### config.mk
export PLATFORM = sky130hd
export DESIGN_NAME = alu_share_arbiter
export DESIGN_NICKNAME = d
export VERILOG_FILES = /design/src/rtl/alu_share_arbiter.sv
export SDC_FILE = /design/constraint.sdc
export NUM_CORES = 1
export LEC_CHECK = 0
export ABC_AREA = 1
export CAP_MARGIN = 20
export CORE_MARGIN = 2
export CORE_UTILIZATION = 34
export CTS_CLUSTER_SIZE = 8
export DETAILED_ROUTE_END_ITERATION = 10
export PLACE_DENSITY = 0.75
export SLEW_MARGIN = 20
export SYNTH_ARGS = -nofsm -noshare
export SYNTH_HDL_FRONTEND = slang
export SYNTH_SLANG_ARGS = --single-unit
### constraint.sdc
create_clock -name clk -period 1.4 [get_ports clk]
set_input_delay 0.21 -clock clk [delete_from_list [all_inputs] [get_ports clk]]
set_output_delay 0.21 -clock clk [all_outputs]
set_load 0.01 [all_outputs]
### src/rtl/alu_share_arbiter.sv
// rtl/alu_share_arbiter.sv - round-robin sharing of one combinational ALU between two requesters
// Operands are held in registers for EXEC_CYCLES cycles, then f/z are captured and returned.
module alu_share_arbiter #(
  parameter int WIDTH       = 32,
  parameter int SELW        = 5,
  parameter int EXEC_CYCLES = 1
) (
  input  logic             clk,
  input  logic             rst,
  input  logic             r0_valid,
  output logic             r0_ready,
  input  logic [WIDTH-1:0] r0_a,
  input  logic [WIDTH-1:0] r0_b,
  input  logic [SELW-1:0]  r0_sel,
  input  logic             r1_valid,
  output logic             r1_ready,
  input  logic [WIDTH-1:0] r1_a,
  input  logic [WIDTH-1:0] r1_b,
  input  logic [SELW-1:0]  r1_sel,
  output logic             r0_rsp_valid,
  input  logic             r0_rsp_ready,
  output logic             r1_rsp_valid,
  input  logic             r1_rsp_ready,
  output logic [WIDTH-1:0] rsp_f,
  output logic             rsp_z,
  output logic [WIDTH-1:0] alu_a,
  output logic [WIDTH-1:0] alu_b,
  output logic [SELW-1:0]  alu_sel,
  input  logic [WIDTH-1:0] alu_f,
  input  logic             alu_z,
  output logic             busy
);

  generate
    if (EXEC_CYCLES < 1 || EXEC_CYCLES > 15) begin : g_bad_exec_cycles
      $error("alu_share_arbiter: EXEC_CYCLES must be in 1..15");
    end
  endgenerate

  localparam logic [3:0] CNT_INIT = 4'(EXEC_CYCLES - 1);

  typedef enum logic [1:0] {
    IDLE = 2'd0,
    EXEC = 2'd1,
    RESP = 2'd2
  } state_t;

  state_t     state;
  logic       last_grant;
  logic       id;
  logic [3:0] cnt;
  logic       grant;
  logic       accept;
  logic       rsp_done;

  // On a tie the requester that did not win last time is chosen.
  always_comb begin
    grant = 1'b0;
    if (r0_valid && r1_valid) grant = ~last_grant;
    else if (r1_valid)        grant = 1'b1;
  end

  assign r0_ready = !rst && (state == IDLE) && !grant && r0_valid;
  assign r1_ready = !rst && (state == IDLE) &&  grant && r1_valid;
  assign accept   = r0_ready || r1_ready;
  assign rsp_done = id ? r1_rsp_ready : r0_rsp_ready;

  always_ff @(posedge clk) begin
    if (rst) begin
      state        <= IDLE;
      last_grant   <= 1'b1;
      id           <= 1'b0;
      cnt          <= 4'd0;
      alu_a        <= '0;
      alu_b        <= '0;
      alu_sel      <= '0;
      rsp_f        <= '0;
      rsp_z        <= 1'b0;
      r0_rsp_valid <= 1'b0;
      r1_rsp_valid <= 1'b0;
      busy         <= 1'b0;
    end else begin
      case (state)
        IDLE: begin
          if (accept) begin
            alu_a   <= grant ? r1_a   : r0_a;
            alu_b   <= grant ? r1_b   : r0_b;
            alu_sel <= grant ? r1_sel : r0_sel;
            id      <= grant;
            cnt     <= CNT_INIT;
            busy    <= 1'b1;
            state   <= EXEC;
          end
        end
        EXEC: begin
          if (cnt != 4'd0) begin
            cnt <= cnt - 4'd1;
          end else begin
            rsp_f        <= alu_f;
            rsp_z        <= alu_z;
            r0_rsp_valid <= ~id;
            r1_rsp_valid <= id;
            state        <= RESP;
          end
        end
        RESP: begin
          // Only the owner's rsp_ready matters; no new accept until back in IDLE.
          if (rsp_done) begin
            last_grant   <= id;
            r0_rsp_valid <= 1'b0;
            r1_rsp_valid <= 1'b0;
            busy         <= 1'b0;
            state        <= IDLE;
          end
        end
        default: begin
          state <= IDLE;
        end
      endcase
    end
  end

endmodule

==> results of run 1 <==
==> Yosys cell counts <==
| cell | n |
|---|---|
| buf_4 | 2 |
| dfxtp_1 | 113 |
| o211ai_1 | 1 |
| o21ai_0 | 33 |
| nand4_1 | 2 |
| nand3_1 | 6 |
| inv_2 | 2 |
| nand2_1 | 366 |
| o21ai_2 | 1 |
| nand2_2 | 3 |
| nor2_1 | 81 |
| a211oi_1 | 1 |
| a21oi_1 | 75 |
| nor2_4 | 1 |
| ha_1 | 2 |
| xnor2_1 | 1 |
| clkinv_1 | 1 |
| buf_2 | 17 |
| clkbuf_1 | 24 |
| inv_1 | 9 |
| nor2_2 | 1 |
| buf_1 | 4 |
==> metal layers <==
layer | part of all wire, % | track usage [%] | up-vias
met4 | 2.9 | 10.7 | 2
met2 | 49 | 38.6 | 213
met1 | 40 | 25.9 | 2701
li1 | - | - | 2989
met3 | 8.2 | 7.69 | 40
met5 | 0.026 | 0 | -
==> worst reg2reg max path, cell delays in order (launching register included) <==
cell     delay, ns
dfxtp_2       0.34
nand2_2       0.06
nand2_4       0.08
inv_4         0.05
buf_6         0.11
o21ai_4       0.17
buf_6         0.15
buf_12        0.11
buf_12        0.13
nand2_2       0.06
a21oi_2       0.13
==> layout make-up <==
| type | count | area share [%] |
|---|---|---|
| antenna | 1 | 0.0264 |
| clock buffer | 20 | 4.91 |
| clock inverter | 12 | 1.65 |
| inverter | 12 | 0.527 |
| multi-input combinational | 575 | 28.0 |
| sequential | 113 | 23.9 |
| tap | 180 | 2.37 |
| timing repair buffer | 350 | 38.7 |
==> power by group through the flow <==
stage                     Combinational [uW]  Sequential, uW  Clock [uW]
after floorplan                          846            3830           0
after global placement                  2350            3700           0
after detailed placement                2370            3710           0
after CTS                               2430            3650        4560
after global routing                    3050            3700        4730
final                                   2820            3670        4500
==> repair_timing <==
item,in CTS,in global routing
buffers inserted,13,5
resized for setup,150,99
cloned,6,15
pin swaps,11,30
setup endpoints to repair,178,113
==> flip-flops by register name, indices dropped and copies added (netlist names) <==
name / count
alu_b: 32
cnt: 4
alu_a: 32
id: 1
rsp_f: 32
r0_rsp_valid: 1
rsp_z: 1
state: 2
alu_sel: 5
r1_rsp_valid: 1
last_grant: 1
busy: 1
==> per-stage QoR <==
step                      total power (uW)  hold WS, ns  TNS, ns
after floorplan                       4680        0.345        0
after global placement                6050        0.446   -26.74
after detailed placement              6080        0.451   -33.47
after CTS                            10600        0.219    -1.57
after global routing                 11500        0.272    -7.44
final                                11000        0.268   -0.666
==> how the worst max path moves through the flow <==
stage               startpoint        end  slack, ns  cells after the start
floorplan               cnt[0]  rsp_f[22]       0.05                      8
detailed placement    r0_valid   r0_ready      -0.50                      6
finish              last_grant  alu_b[21]      -0.06                     10
global route          state[0]   rsp_f[1]      -0.14                      9
global placement      r0_valid   r0_ready      -0.46                      6
CTS                   state[1]  alu_b[10]      -0.12                     11
==> cell families (layout without fill, tap and decap cells) <==
logic type	Yosys count	count (layout)	synth area share, %
other cells	0	1	0
compound gates	111	111	11.6
xor+xnor	1	1	0.180
fa+ha+maj	2	2	0.514
buf+inv	59	394	5.14
flops	113	113	46.5
simple gates	460	461	36.1
==> reports/results.ini, run 1 <==
[min_path]
hold_depth = 5
min_from = rst
whs_endpoint = id
worstHoldPathType = in2reg

[clock_tree]
root_buffer = clkbuf_16
h-tree-depth = 4
cts_hold_buf = 0
cts_max_path_buffers = 2
cts.clk_slew.worst_paths_ns = 0.06
cts_tree = yes
clkSinkCount = 113
clk_latency_ns = 0.41
cts_buffers = 17

[place]
gp_congestion = 0.767
dp_hpwl_um = 12000
post-place-ws_ns = -0.502
placed_area_mm2 = 0.00805
io_buffers = 283
placed_cells = 1196

[setup_path]
arrival_ns = 1.80
cp_slowest_cell = dfxtp_2
r2r_end = alu_b[21]
worst_setup_path_start_kind = flop
critical-path-max-stage-delay_ns = 0.34
endpoint_kind = flop
cp_max_fo = 6
reg2reg_depth = 10
crit_family = buffers and inverters
crit_buf_inv = 5
worstPathCellList = nand2_2 -> nand2_4 -> inv_4 -> buf_6 -> o21ai_4 -> buf_6 -> buf_12 -> buf_12 -> nand2_2 -> a21oi_2
reg2reg_slack_ns = -0.06
required_ns = 1.74
path_class = reg2reg
timing.rr.start = last_grant

[layout]
utilization_pct = 68.2
drive_above_1_share_pct = 16.6
multi_input_area_mm2 = 0.00266
instances_no_fill = 1263
nets = 1248
postLayoutCellArea_mm2 = 0.00950
final_common_cell = nand2_1
area.sequential_mm2 = 0.00227
n_fill_cell = 1182
layout-area-overhead-vs-synth_pct = 95.1
layout_common_cells = nand2_1, clkdlybuf4s50_1, dfxtp_1

[synth]
yosys.area.top_type = dfxtp_1
syn_avg_cell_area_um2 = 6.52
yosysUniqueCellTypes = 22
synth_area_mm2 = 0.00487
synth_seq_cells = 113
yosysSeqAreaShare_pct = 46.5
netlist_instances = 746
synth_top_area_share_pct = 46.5
syn-num-nets = 925
yosys_warnings = 0
synthTopCellsByArea = dfxtp_1, nand2_1, a21oi_1

[drt]
ant_nets = 0
drc = 0
wirelength_um = 19400
drtIter0Drc = 340
vias = 5945
vias_per_cell = 4.71
drt_first_pass_iters = 4
wl_per_cell_um = 15.4

[die]
start_util_pct = 34.9
coreArea_mm2 = 0.0139
pin_count = 284
die_y_um = 124
die_x_um = 124
die-area_mm2 = 0.0153
rows = 43

[global_route]
grt_pass1_wl_um = 26500
grt_use_total_pct = 22.8
grt_overflow = 0
grt_start_max_net_pins = 62
grt_pass1_vias = 5382
antenna_found_initial = 2

[timing]
slew_headroom_pct = 46.9
slew_violations = 0
hold_viol_final = 0
period_share_pct = 105
setup_violations = 30
max_clock_freq_mhz = 683
worst_pin_slew_ns = 0.796
finalCriticalPeriod_ns = 1.46
grt_setup_unrepaired = yes
finalWorstSetupSlack_ns = -0.0636
finClkSkew_ns = 0.00847

[power]
power_switching_uw = 3020
p_clk_share_pct = 40.9
vdd_ir_drop_max_v = 0.000853
swShare_pct = 27.5
comb_power_share_pct = 25.7
intPower_uw = 7970
p_leak_uw = 0.00451
p_seq_share_pct = 33.4
p_per_area_mw_per_mm2 = 1160

[status]
status = finished with violations
violations = negative setup slack

[run]
maxCapViolations = 0

Note: power is estimated with default switching activity, not from simulation.
==> inputs of run 2 (changes only) <==
Settings changed: PLACE_DENSITY 0.75 to 0.88.
==> run 2 against run 1 <==
The flow still finishes with violations (negative setup slack). Largest cell class unchanged. Critical path depth down 1. Via count up 1.9%. Design area down 0.72%. Register-to-register slack worse by 0.08 ns. Highest routed layer is now met4. Sequential share of layout area up 0.17 points. Combinational power about the same.
==> reports/results.ini, run 2 (synthesis results as in run 1) <==
[clock_tree]
cts_buffers = 17  ; unchanged
cts.clk_slew.worst_paths_ns = 0.06  ; about the same
cts_tree = yes
h-tree-depth = 4  ; unchanged
cts_hold_buf = 0  ; unchanged
root_buffer = clkbuf_16
clk_latency_ns = 0.42  ; about the same
clkSinkCount = 113  ; unchanged
cts_max_path_buffers = 2  ; unchanged

[drt]
vias_per_cell = 4.84  ; +2.7%
drt_first_pass_iters = 5  ; +1
drtIter0Drc = 276  ; -19%
vias = 6055  ; +1.9%
wirelength_um = 20600  ; +6.4%
ant_nets = 0  ; unchanged
wl_per_cell_um = 16.5  ; +7.3%
drc = 0  ; unchanged

[layout]
utilization_pct = 67.7  ; -0.49 points
n_fill_cell = 1124  ; -4.9%
layout_common_cells = nand2_1, clkdlybuf4s50_1, dfxtp_1
layout-area-overhead-vs-synth_pct = 93.7
reg_top3 = alu_a: 32 flops, alu_b: 32 flops, rsp_f: 32 flops
drive_above_1_share_pct = 14.7  ; -1.9 points
nets = 1238  ; -0.80%
antenna_cells = 0  ; -1
final_common_cell = nand2_1

[die]
start_util_pct = 34.9  ; unchanged
coreArea_mm2 = 0.0139  ; unchanged
rows = 43  ; unchanged
pin_count = 284  ; unchanged
die_y_um = 124  ; unchanged
die-area_mm2 = 0.0153  ; unchanged
die_x_um = 124  ; unchanged

[global_route]
grt_start_max_net_pins = 77  ; +24%
grt_pass1_vias = 5592  ; +3.9%
grt_overflow = 0  ; unchanged
antenna_found_initial = 0  ; -2
grt_use_total_pct = 23.5  ; +0.72 points
grt_pass1_wl_um = 27600  ; +4.1%

[timing]
slew_headroom_pct = 37.7  ; -9.2 points
worst_pin_slew_ns = 0.935  ; +0.139 ns
grt_setup_unrepaired = yes
max_clock_freq_mhz = 649  ; -5.0%
finClkSkew_ns = 0.0113  ; +0.00286 ns
period_share_pct = 110  ; +5.5 points
setup_violations = 109  ; +260%
hold_viol_final = 0  ; unchanged
slew_violations = 0  ; unchanged
finalSetupTns_ns = -5.82  ; -5.16 ns
finalWorstSetupSlack_ns = -0.141  ; -0.0771 ns
finalCriticalPeriod_ns = 1.54  ; +0.0771 ns

[power]
p_leak_uw = 0.00451  ; about the same
vdd_ir_drop_max_v = 0.000902  ; +5.7%
p_per_area_mw_per_mm2 = 1170  ; +1.1%

[setup_path]
arrival_ns = 1.84  ; +0.04 ns
critical-path-max-stage-delay_ns = 0.36  ; +0.02 ns
cp_max_fo = 17  ; +11
endpoint_kind = flop
required_ns = 1.70  ; -0.04 ns
cp_slowest_cell = dfxtp_2
path_class = reg2reg
crit_family = simple AND/OR/NAND/NOR gates
crit_buf_inv = 5  ; unchanged
worstPathCellList = inv_2 -> buf_6 -> nor2_4 -> inv_2 -> nor2_4 -> inv_4 -> clkbuf_16 -> nor2_1 -> nor2_1
worst_setup_path_start_kind = flop

[status]
violations = negative setup slack
status = finished with violations

[place]
dp_hpwl_um = 12200  ; +2.3%
io_buffers = 283  ; unchanged
gp_congestion = 0.814  ; +6.1%

[min_path]
worstHoldPathType = in2reg

[run]
maxCapViolations = 0  ; unchanged

[run 2: layout make-up]
cell class / count / area (um^2) / share of cell area (%)
timing repair buffer: 340 / 3630 / 38.5
sequential: 113 / 2270 / 24.0
clock buffer: 18 / 439 / 4.66
tap: 180 / 225 / 2.39
inverter: 12 / 52.6 / 0.557
clock inverter: 14 / 180 / 1.91
multi-input combinational: 575 / 2640 / 28.0
[run 2: tightest hold or removal path, stage by stage]
cell and delay, ns:
clkdlybuf4s50_1 0.39, nor2_1 0.10, nor2_1 0.04
[run 2: final timing paths]
kind              from   endpoint  slack [ns]  cells after the start
max           state[0]  rsp_f[13]       -0.14                      9
max reg2reg   state[0]  rsp_f[13]       -0.14                      9
min reg2reg  alu_b[16]  alu_b[16]        0.46                      2
min          alu_f[23]  rsp_f[23]        0.38                      3
[run 2: power by group]
group	internal (uW)	total [uW]	leakage (uW)	switching (uW)
clock network	2870	4520	0.000297	1650
registers	3510	3670	0.000924	162
logic	1500	2840	0.00329	1340
[run 2: layer usage]
metal / vias up / GRT usage, % / share of wire [%]
li1: 2974 / - / -
met1: 2765 / 24.9 / 38
met2: 269 / 42.3 / 51
met3: 47 / 8.47 / 7.9
met4: 0 / 9.45 / 2.6
met5: - / 0 / 0
[run 2: metrics by stage]
step           worst slack, ns  total power, uW  cells  hold WS, ns  instance area (um^2)
6_report                -0.141            11000   1252        0.380                  9430
5_1_grt                 -0.203            11500   1252        0.382                  9430
4_1_cts                -0.0830            10700   1235        0.366                  8850
3_5_place_dp            -0.612             6070   1188        0.451                  8010
3_3_place_gp            -0.602             6020   1188        0.446                  8010
2_1_floorplan           0.0529             4680    746        0.345                  4870
[run 2: repair_timing]
| item | 4_1_cts | 5_1_grt |
|---|---|---|
| pin swaps | 16 | 26 |
| setup buffers | 9 | 4 |
| setup endpoints to repair | 183 | 113 |
| gates cloned | 7 | 14 |
| gates resized for setup | 151 | 75 |
